$ cat config.mk
export PLATFORM = sky130hd
export DESIGN_NAME = motoro_3ph_drive
export DESIGN_NICKNAME = d
export VERILOG_FILES = /design/src/rtl/motoro_pkg.sv /design/src/rtl/motoro_uart_tx.sv /design/src/rtl/motoro_3ph_drive.sv
export SDC_FILE = /design/constraint.sdc
export NUM_CORES = 1
export LEC_CHECK = 0
export CAP_MARGIN = 10
export CORE_ASPECT_RATIO = 1.2
export CORE_MARGIN = 1
export CORE_UTILIZATION = 23
export CTS_CLUSTER_DIAMETER = 200
export DETAILED_ROUTE_END_ITERATION = 16
export GPL_TIMING_DRIVEN = 1
export SLEW_MARGIN = 20
export SYNTH_ARGS = -nofsm -noshare
export SYNTH_HDL_FRONTEND = slang
export SYNTH_SLANG_ARGS = --single-unit
$ cat constraint.sdc
create_clock -name clk50mhz -period 7.18 [get_ports clk50mhz]
set_clock_uncertainty 0.1 [all_clocks]
set_input_delay 2.154 -clock clk50mhz [delete_from_list [all_inputs] [get_ports clk50mhz]]
set_output_delay 2.154 -clock clk50mhz [all_outputs]
set_load 0.1 [all_outputs]
$ cat src/rtl/motoro_pkg.sv
// Shared types, step-pattern table and default parameters for the motoro six-step drive.
package motoro_pkg;

  typedef enum logic [1:0] {
    IDLE  = 2'd0,
    RUN   = 2'd1,
    FAULT = 2'd2
  } motorStateT;

  localparam int unsigned DEF_TICK_DIV = 50;
  localparam int unsigned DEF_STEP_MOD = 1_000_000;
  localparam int unsigned DEF_DEAD_CYC = 50;
  localparam int unsigned DEF_HB_DIV   = 25_000_000;
  localparam int unsigned DEF_BAUD_DIV = 434;

  // Bit order {aHP, bHP, cHP, aLN, bLN, cLN}
  localparam logic [5:0] STEP_PATTERN [6] = '{
    6'b100_010,
    6'b100_001,
    6'b010_001,
    6'b010_100,
    6'b001_100,
    6'b001_010
  };

  function automatic logic [2:0] nextStep(input logic [2:0] step, input logic reverse);
    if (reverse) return (step == 3'd0) ? 3'd5 : step - 3'd1;
    else         return (step == 3'd5) ? 3'd0 : step + 3'd1;
  endfunction

endpackage

$ cat src/rtl/motoro_uart_tx.sv
// 8N1 transmitter, LSB first; a request while busy is ignored.
module motoro_uart_tx
  import motoro_pkg::*;
#(
  parameter int unsigned BAUD_DIV = DEF_BAUD_DIV
) (
  input  logic       clk,
  input  logic       rst,
  input  logic [7:0] data,
  input  logic       valid,
  output logic       busy,
  output logic       tx
);

  localparam int unsigned BW = $clog2(BAUD_DIV + 1);

  logic [BW-1:0] baudCnt;
  logic [3:0]    bitIdx;
  logic [8:0]    shReg;

  always_ff @(posedge clk) begin
    if (rst) begin
      busy    <= 1'b0;
      tx      <= 1'b1;
      baudCnt <= '0;
      bitIdx  <= '0;
      shReg   <= '1;
    end else if (!busy) begin
      if (valid) begin
        busy    <= 1'b1;
        tx      <= 1'b0;
        shReg   <= {1'b1, data};
        bitIdx  <= '0;
        baudCnt <= '0;
      end
    end else if (baudCnt == BW'(BAUD_DIV - 1)) begin
      baudCnt <= '0;
      if (bitIdx == 4'd9) begin
        busy <= 1'b0;
        tx   <= 1'b1;
      end else begin
        tx     <= shReg[0];
        shReg  <= {1'b1, shReg[8:1]};
        bitIdx <= bitIdx + 4'd1;
      end
    end else begin
      baudCnt <= baudCnt + 1'b1;
    end
  end

endmodule

$ cat src/rtl/motoro_3ph_drive.sv
// Six-step BLDC commutation with dead time, fault latch and heartbeat.
// Optional step-report UART enabled by defining MOTORO_UART_EN.
module motoro_3ph_drive
  import motoro_pkg::*;
#(
  parameter int unsigned TICK_DIV = DEF_TICK_DIV,
  parameter int unsigned STEP_MOD = DEF_STEP_MOD,
  parameter int unsigned DEAD_CYC = DEF_DEAD_CYC,
  parameter int unsigned HB_DIV   = DEF_HB_DIV,
  parameter int unsigned BAUD_DIV = DEF_BAUD_DIV
) (
  input  logic       clk50mhz,
  input  logic       nReset,
  input  logic       m3start,
  input  logic       m3forceStop,
  input  logic       m3invRotate,
  input  logic [9:0] m3freq,
  output logic       aHP,
  output logic       bHP,
  output logic       cHP,
  output logic       aLN,
  output logic       bLN,
  output logic       cLN,
  output logic       tp01,
  output logic       tp02,
  output logic       uTx,
  output logic [3:0] led4
);

  localparam int unsigned TW = $clog2(TICK_DIV + 1);
  localparam int unsigned HW = $clog2(HB_DIV + 1);
  localparam int unsigned DW = $clog2(DEAD_CYC + 1);

  motorStateT    state;
  logic [TW-1:0] tickCnt;
  logic [HW-1:0] hbCnt;
  logic [DW-1:0] deadCnt;
  logic [20:0]   acc;
  logic [20:0]   accSum;
  logic [2:0]    step;
  logic [2:0]    stepNext;
  logic          paused;
  logic          hbLed;
  logic          invReg;
  logic          tick;
  logic          advance;
  logic          driveOn;
  logic [5:0]    drives;

  assign tick     = (tickCnt == TW'(TICK_DIV - 1));
  assign accSum   = acc + 21'(m3freq) * 21'd6;
  assign stepNext = nextStep(step, m3invRotate);
  assign advance  = (state == RUN) && !m3forceStop && m3start && (m3freq != '0)
                    && tick && (accSum >= 21'(STEP_MOD));

  always_ff @(posedge clk50mhz) begin
    if (nReset) begin
      state   <= IDLE;
      tickCnt <= '0;
      hbCnt   <= '0;
      hbLed   <= 1'b0;
      deadCnt <= '0;
      acc     <= '0;
      step    <= '0;
      paused  <= 1'b0;
      invReg  <= 1'b0;
      tp01    <= 1'b0;
    end else begin
      tickCnt <= tick ? '0 : tickCnt + 1'b1;
      if (hbCnt == HW'(HB_DIV - 1)) begin
        hbCnt <= '0;
        hbLed <= ~hbLed;
      end else begin
        hbCnt <= hbCnt + 1'b1;
      end
      invReg <= m3invRotate;
      tp01   <= advance;
      if (deadCnt != '0) deadCnt <= deadCnt - 1'b1;

      if (m3forceStop) begin
        state   <= FAULT;
        paused  <= 1'b0;
        deadCnt <= '0;
      end else begin
        case (state)
          IDLE: if (m3start) begin
            state   <= RUN;
            step    <= '0;
            acc     <= '0;
            paused  <= 1'b0;
            deadCnt <= DW'(DEAD_CYC);
          end
          RUN: if (!m3start) begin
            state   <= IDLE;
            paused  <= 1'b0;
            deadCnt <= '0;
          end else if (m3freq == '0) begin
            paused <= 1'b1;
          end else begin
            // Resume from a zero-frequency pause and a step advance both (re)start dead time.
            if (paused) begin
              paused  <= 1'b0;
              deadCnt <= DW'(DEAD_CYC);
            end
            if (advance) begin
              acc     <= accSum - 21'(STEP_MOD);
              step    <= stepNext;
              deadCnt <= DW'(DEAD_CYC);
            end else if (tick) begin
              acc <= accSum;
            end
          end
          FAULT: if (!m3start) state <= IDLE;
          default: state <= IDLE;
        endcase
      end
    end
  end

  assign driveOn = (state == RUN) && !paused && (deadCnt == '0);
  assign drives  = driveOn ? STEP_PATTERN[step] : '0;
  assign {aHP, bHP, cHP, aLN, bLN, cLN} = drives;
  assign tp02    = (deadCnt != '0);
  assign led4    = {hbLed, invReg, state == FAULT, state == RUN};

`ifdef MOTORO_UART_EN
  logic       txValid;
  logic       txBusy;
  logic [7:0] txByte;

  always_ff @(posedge clk50mhz) begin
    if (nReset) begin
      txValid <= 1'b0;
      txByte  <= '0;
    end else begin
      txValid <= advance && !txBusy;
      txByte  <= 8'h30 + 8'(stepNext);
    end
  end

  motoro_uart_tx #(
    .BAUD_DIV(BAUD_DIV)
  ) uUart (
    .clk  (clk50mhz),
    .rst  (nReset),
    .data (txByte),
    .valid(txValid),
    .busy (txBusy),
    .tx   (uTx)
  );
`else
  assign uTx = 1'b1;
`endif

endmodule

==> summary.txt <==
Outcome
  • Outcome: completed

Global routing
  • Remaining global-route overflow: 0
  • Vias in the first global route: 4,202
  • Overall Global Routing Usage: between 10 and 15%
  • Largest net degree at the start of global routing: 26
  • First-pass GRT wire length: roughly 19,000 um
  • Initial antenna violation count: 0

Routing
  • Via count: between 4,000 and 5,000
  • WL/cell: about 12 um
  • Initial DRC count: 117
  • Pre-antenna DRT Iters: 4
  • Vias per cell: roughly 4.6
  • Post-route DRC violation count: 0
  • WL final: roughly 12,000 um
  • Remaining antenna violation count: 0

Floorplan
  • # IOs: 28
  • Initial core utilization: 23.7%
  • Core area: roughly 20,000 um^2
  • Die W: 135 um
  • Die ar.: approximately 22,000 um^2
  • Die Span Y: between 150 and 200 um
  • Rows: 57

Synthesis
  • Synth Register Bits: between 60 and 70
  • Number of synthesized flops with an enable pin: 0
  • Top cell type's share of synthesized area: 27.3%
  • Synthesized area per cell: around 8 um^2
  • Sequential share of the synthesized area: roughly 27%
  • Most common cell in the netlist: nor2_1
  • Synthesized Nets: approximately 660
  • Commonest cells post-synth: 74 x nor2_1, 66 x dfxtp_1, 49 x nand2_1
  • Ys flop type: dfxtp_1
  • Fraction of registers with async set/reset: 0%
  • Synth top area cells: dfxtp_1 27%, ha_1 10%, nor2_1 5.7%
  • Synth area leader: dfxtp_1
  • Post-Synthesis Cells: a little over 600
  • Synth cell types: 78
  • Synth Cell Area: around 4800 um^2
  • Syn. warnings: 0

Final layout
  • Fill cells: 2,160
  • Nets: roughly 750
  • Register Area: around 1300 um^2
  • Share of post-route cells with drive strength above 1: between 20% and 30%
  • # diodes: 0
  • Area occupied by multi-input gates: 3380 um^2
  • Synth-to-layout area growth: 29.2%

Power
  • Pleak: about 2.4 nW
  • Power Total: between 1 and 1.5 mW
  • Psw: 0.310 mW
  • Logic pwr share: 23.8%
  • Switching Share: 28.9%
  • Largest vdd supply drop: ~0.000077 V
  • Int Pwr: ~0.76 mW
  • Seq pwr share: about a third
  • Clk network pwr share: roughly two fifths
  • Cell Pwr Density: 171 nW/um^2

Clock network
  • Clk_lat worst skew: about 330 ps
  • CTS tree: built
  • Root buffer cell: clkbuf_16
  • Clock sinks: 66
  • Htree depth: 3
  • Clock transition at the registers of the reported paths: ~60 ps
  • CTS Buf Count: 9
  • Clock Path Buffers: 2
  • CTS hold repair buffers: 0

Worst setup path
  • Crit path launch type: input pin
  • Worst Path Max Fanout: 4
  • Slowest cell on crit path: clkdlybuf4s50_1
  • CP Class: in2reg
  • CP required: between 7000 and 8000 ps
  • Top cell by count, worst path: a21oi_1
  • CP endpoint kind: flop
  • Crit path arrival time: approximately 7100 ps
  • Crit path cell chain: clkdlybuf4s50_1 > inv_2 > fa_2 > inv_1 > a21oi_2 > o21ai_2 > a21oi_1 > nor2_1 > o21ai_1 > nand2b_1 > a21o_1 > xor2_1 > ha_1 > and2_1 > a221o_2 > nor3_4 > a21oi_1 > or4b_1 > a31o_1 > o22a_2 > or4_4 > a211oi_2 > o21bai_1
  • Slowest Stage Delay on Critical Path: roughly 530 ps

Placement
  • Port bufs: 26
  • Placer Congestion: 0.861
  • Final HPWL DP: just under 9000 um

Timing
  • Setup violators final: 0
  • Fmax: 145 MHz
  • Worst Tran Pin Value: 1030 ps
  • Tcrit/Tclk final: between 90% and 100%
  • Hold_ws: about 340 ps
  • Max-slew violation count: 0
  • Tightest slew margin relative to the limit: between 30% and 40%
  • Final min period: between 6000 and 7000 ps
  • Hold Vio Cnt, Final: 0

Job
  • Max-Cap Viols: 0

Min path
  • Worst min-delay path class: reg2reg
[power groups by stage]
stage	clock (mW)	sequential, mW	combinational (mW)
after global placement	0	0.386	0.246
after CTS	0.450	0.378	0.248
after floorplan	0	0.385	0.167
after detailed placement	0	0.386	0.247
final	0.439	0.378	0.255
after global routing	0.467	0.379	0.282
[metrics by stage]
stage               cells  worst slack [ps]  cell area (um^2)  utilization [%]  setup TNS [ps]
floorplan             605               516              4850                -               0
finish                960               263              6260             30.6               0
detailed placement    937              -342              5790             28.3           -3650
global route          960             -2.53              6260             30.6           -3.10
CTS                   953              14.6              6080             29.7               0
global placement      937              -251              5790             28.3           -2420
[worst paths after layout]
path                                     startpoint               endpoint  slack (ps)  cells past startpoint
worst max-delay path                      m3freq[2]   acc[13]$_SDFFE_PP0P_         260                     23
worst min-delay path            hbCnt[0]$_SDFF_PP0_    hbCnt[0]$_SDFF_PP0_         340                      1
worst max register to register  acc[1]$_SDFFE_PP0P_  deadCnt[2]$_SDFF_PP0_        3000                     18
worst min register to register  hbCnt[0]$_SDFF_PP0_    hbCnt[0]$_SDFF_PP0_         340                      1
[worst max-delay path, delay by kind of cell]
family,cells,cell delay [ps]
xor gates and xnor gates,1,170
adders and majority gates,2,620
AOI/OAI and AO/OA,11,1880
and+or+nand+nor,6,1590
buffers and inverters,3,690
[kinds of logic (layout without fill, tap and decap cells)]
| family | Yosys count | in the layout | share of synthesized area, % |
|---|---|---|---|
| adder cells (fa/ha/maj) | 42 | 42 | 11.2 |
| flip-flops | 66 | 66 | 27.3 |
| buffers and inverters | 61 | 150 | 5.65 |
| multiplexers | 4 | 4 | 0.826 |
| AO/OA/AOI/OAI | 135 | 136 | 19.8 |
| other | 1 | 1 | 0.0774 |
| XOR/XNOR | 53 | 53 | 9.73 |
| AND/OR/NAND/NOR | 243 | 243 | 25.5 |
[cell usage in the layout, fill, tap and decap left out, types with 9 or more instances in the layout]
cell and instances:
xnor2_1 30, and3_1 10, nand3_1 23, inv_1 37
clkbuf_16 9, clkdlybuf4s50_1 24, dfxtp_1 66, o21ai_0 16
ha_1 38, a21oi_1 30, buf_4 70, nor3_1 17
nor2_1 73, nand2_1 49, xor2_1 22, o21ai_1 9
[state kept, by name (all words and copies together), names as in the netlist]
| register | flops |
|---|---|
| paused | 1 |
| tickCnt | 6 |
| acc | 20 |
| hbCnt | 25 |
| state | 2 |
| invReg | 1 |
| step | 3 |
| deadCnt | 6 |
| tp01 | 1 |
| hbLed | 1 |
[layout make-up]
class / instances / area share, %
Inverter: 38 / 2.28
Multi-Input combinational cell: 479 / 54.0
Clock inverter: 5 / 0.859
Timing Repair Buffer: 96 / 12.6
Sequential cell: 66 / 21.1
Tap cell: 265 / 5.30
Clock buffer: 11 / 3.88
[timing repair]
action / 4_1_cts / 5_1_grt
resized for setup: 0 / 33
setup buffers: 0 / 6
setup endpoints to repair: 0 / 24
[routing by layer]
layer | share of wire (%) | vias to the layer above | GRT usage [%]
li1 | - | 2317 | -
met1 | 43 | 2030 | 11.8
met2 | 51 | 55 | 19.8
met3 | 3.1 | 26 | 1.88
met4 | 3.1 | 0 | 5.11
met5 | 0 | - | 0
Power figures use the tool's default switching activity.
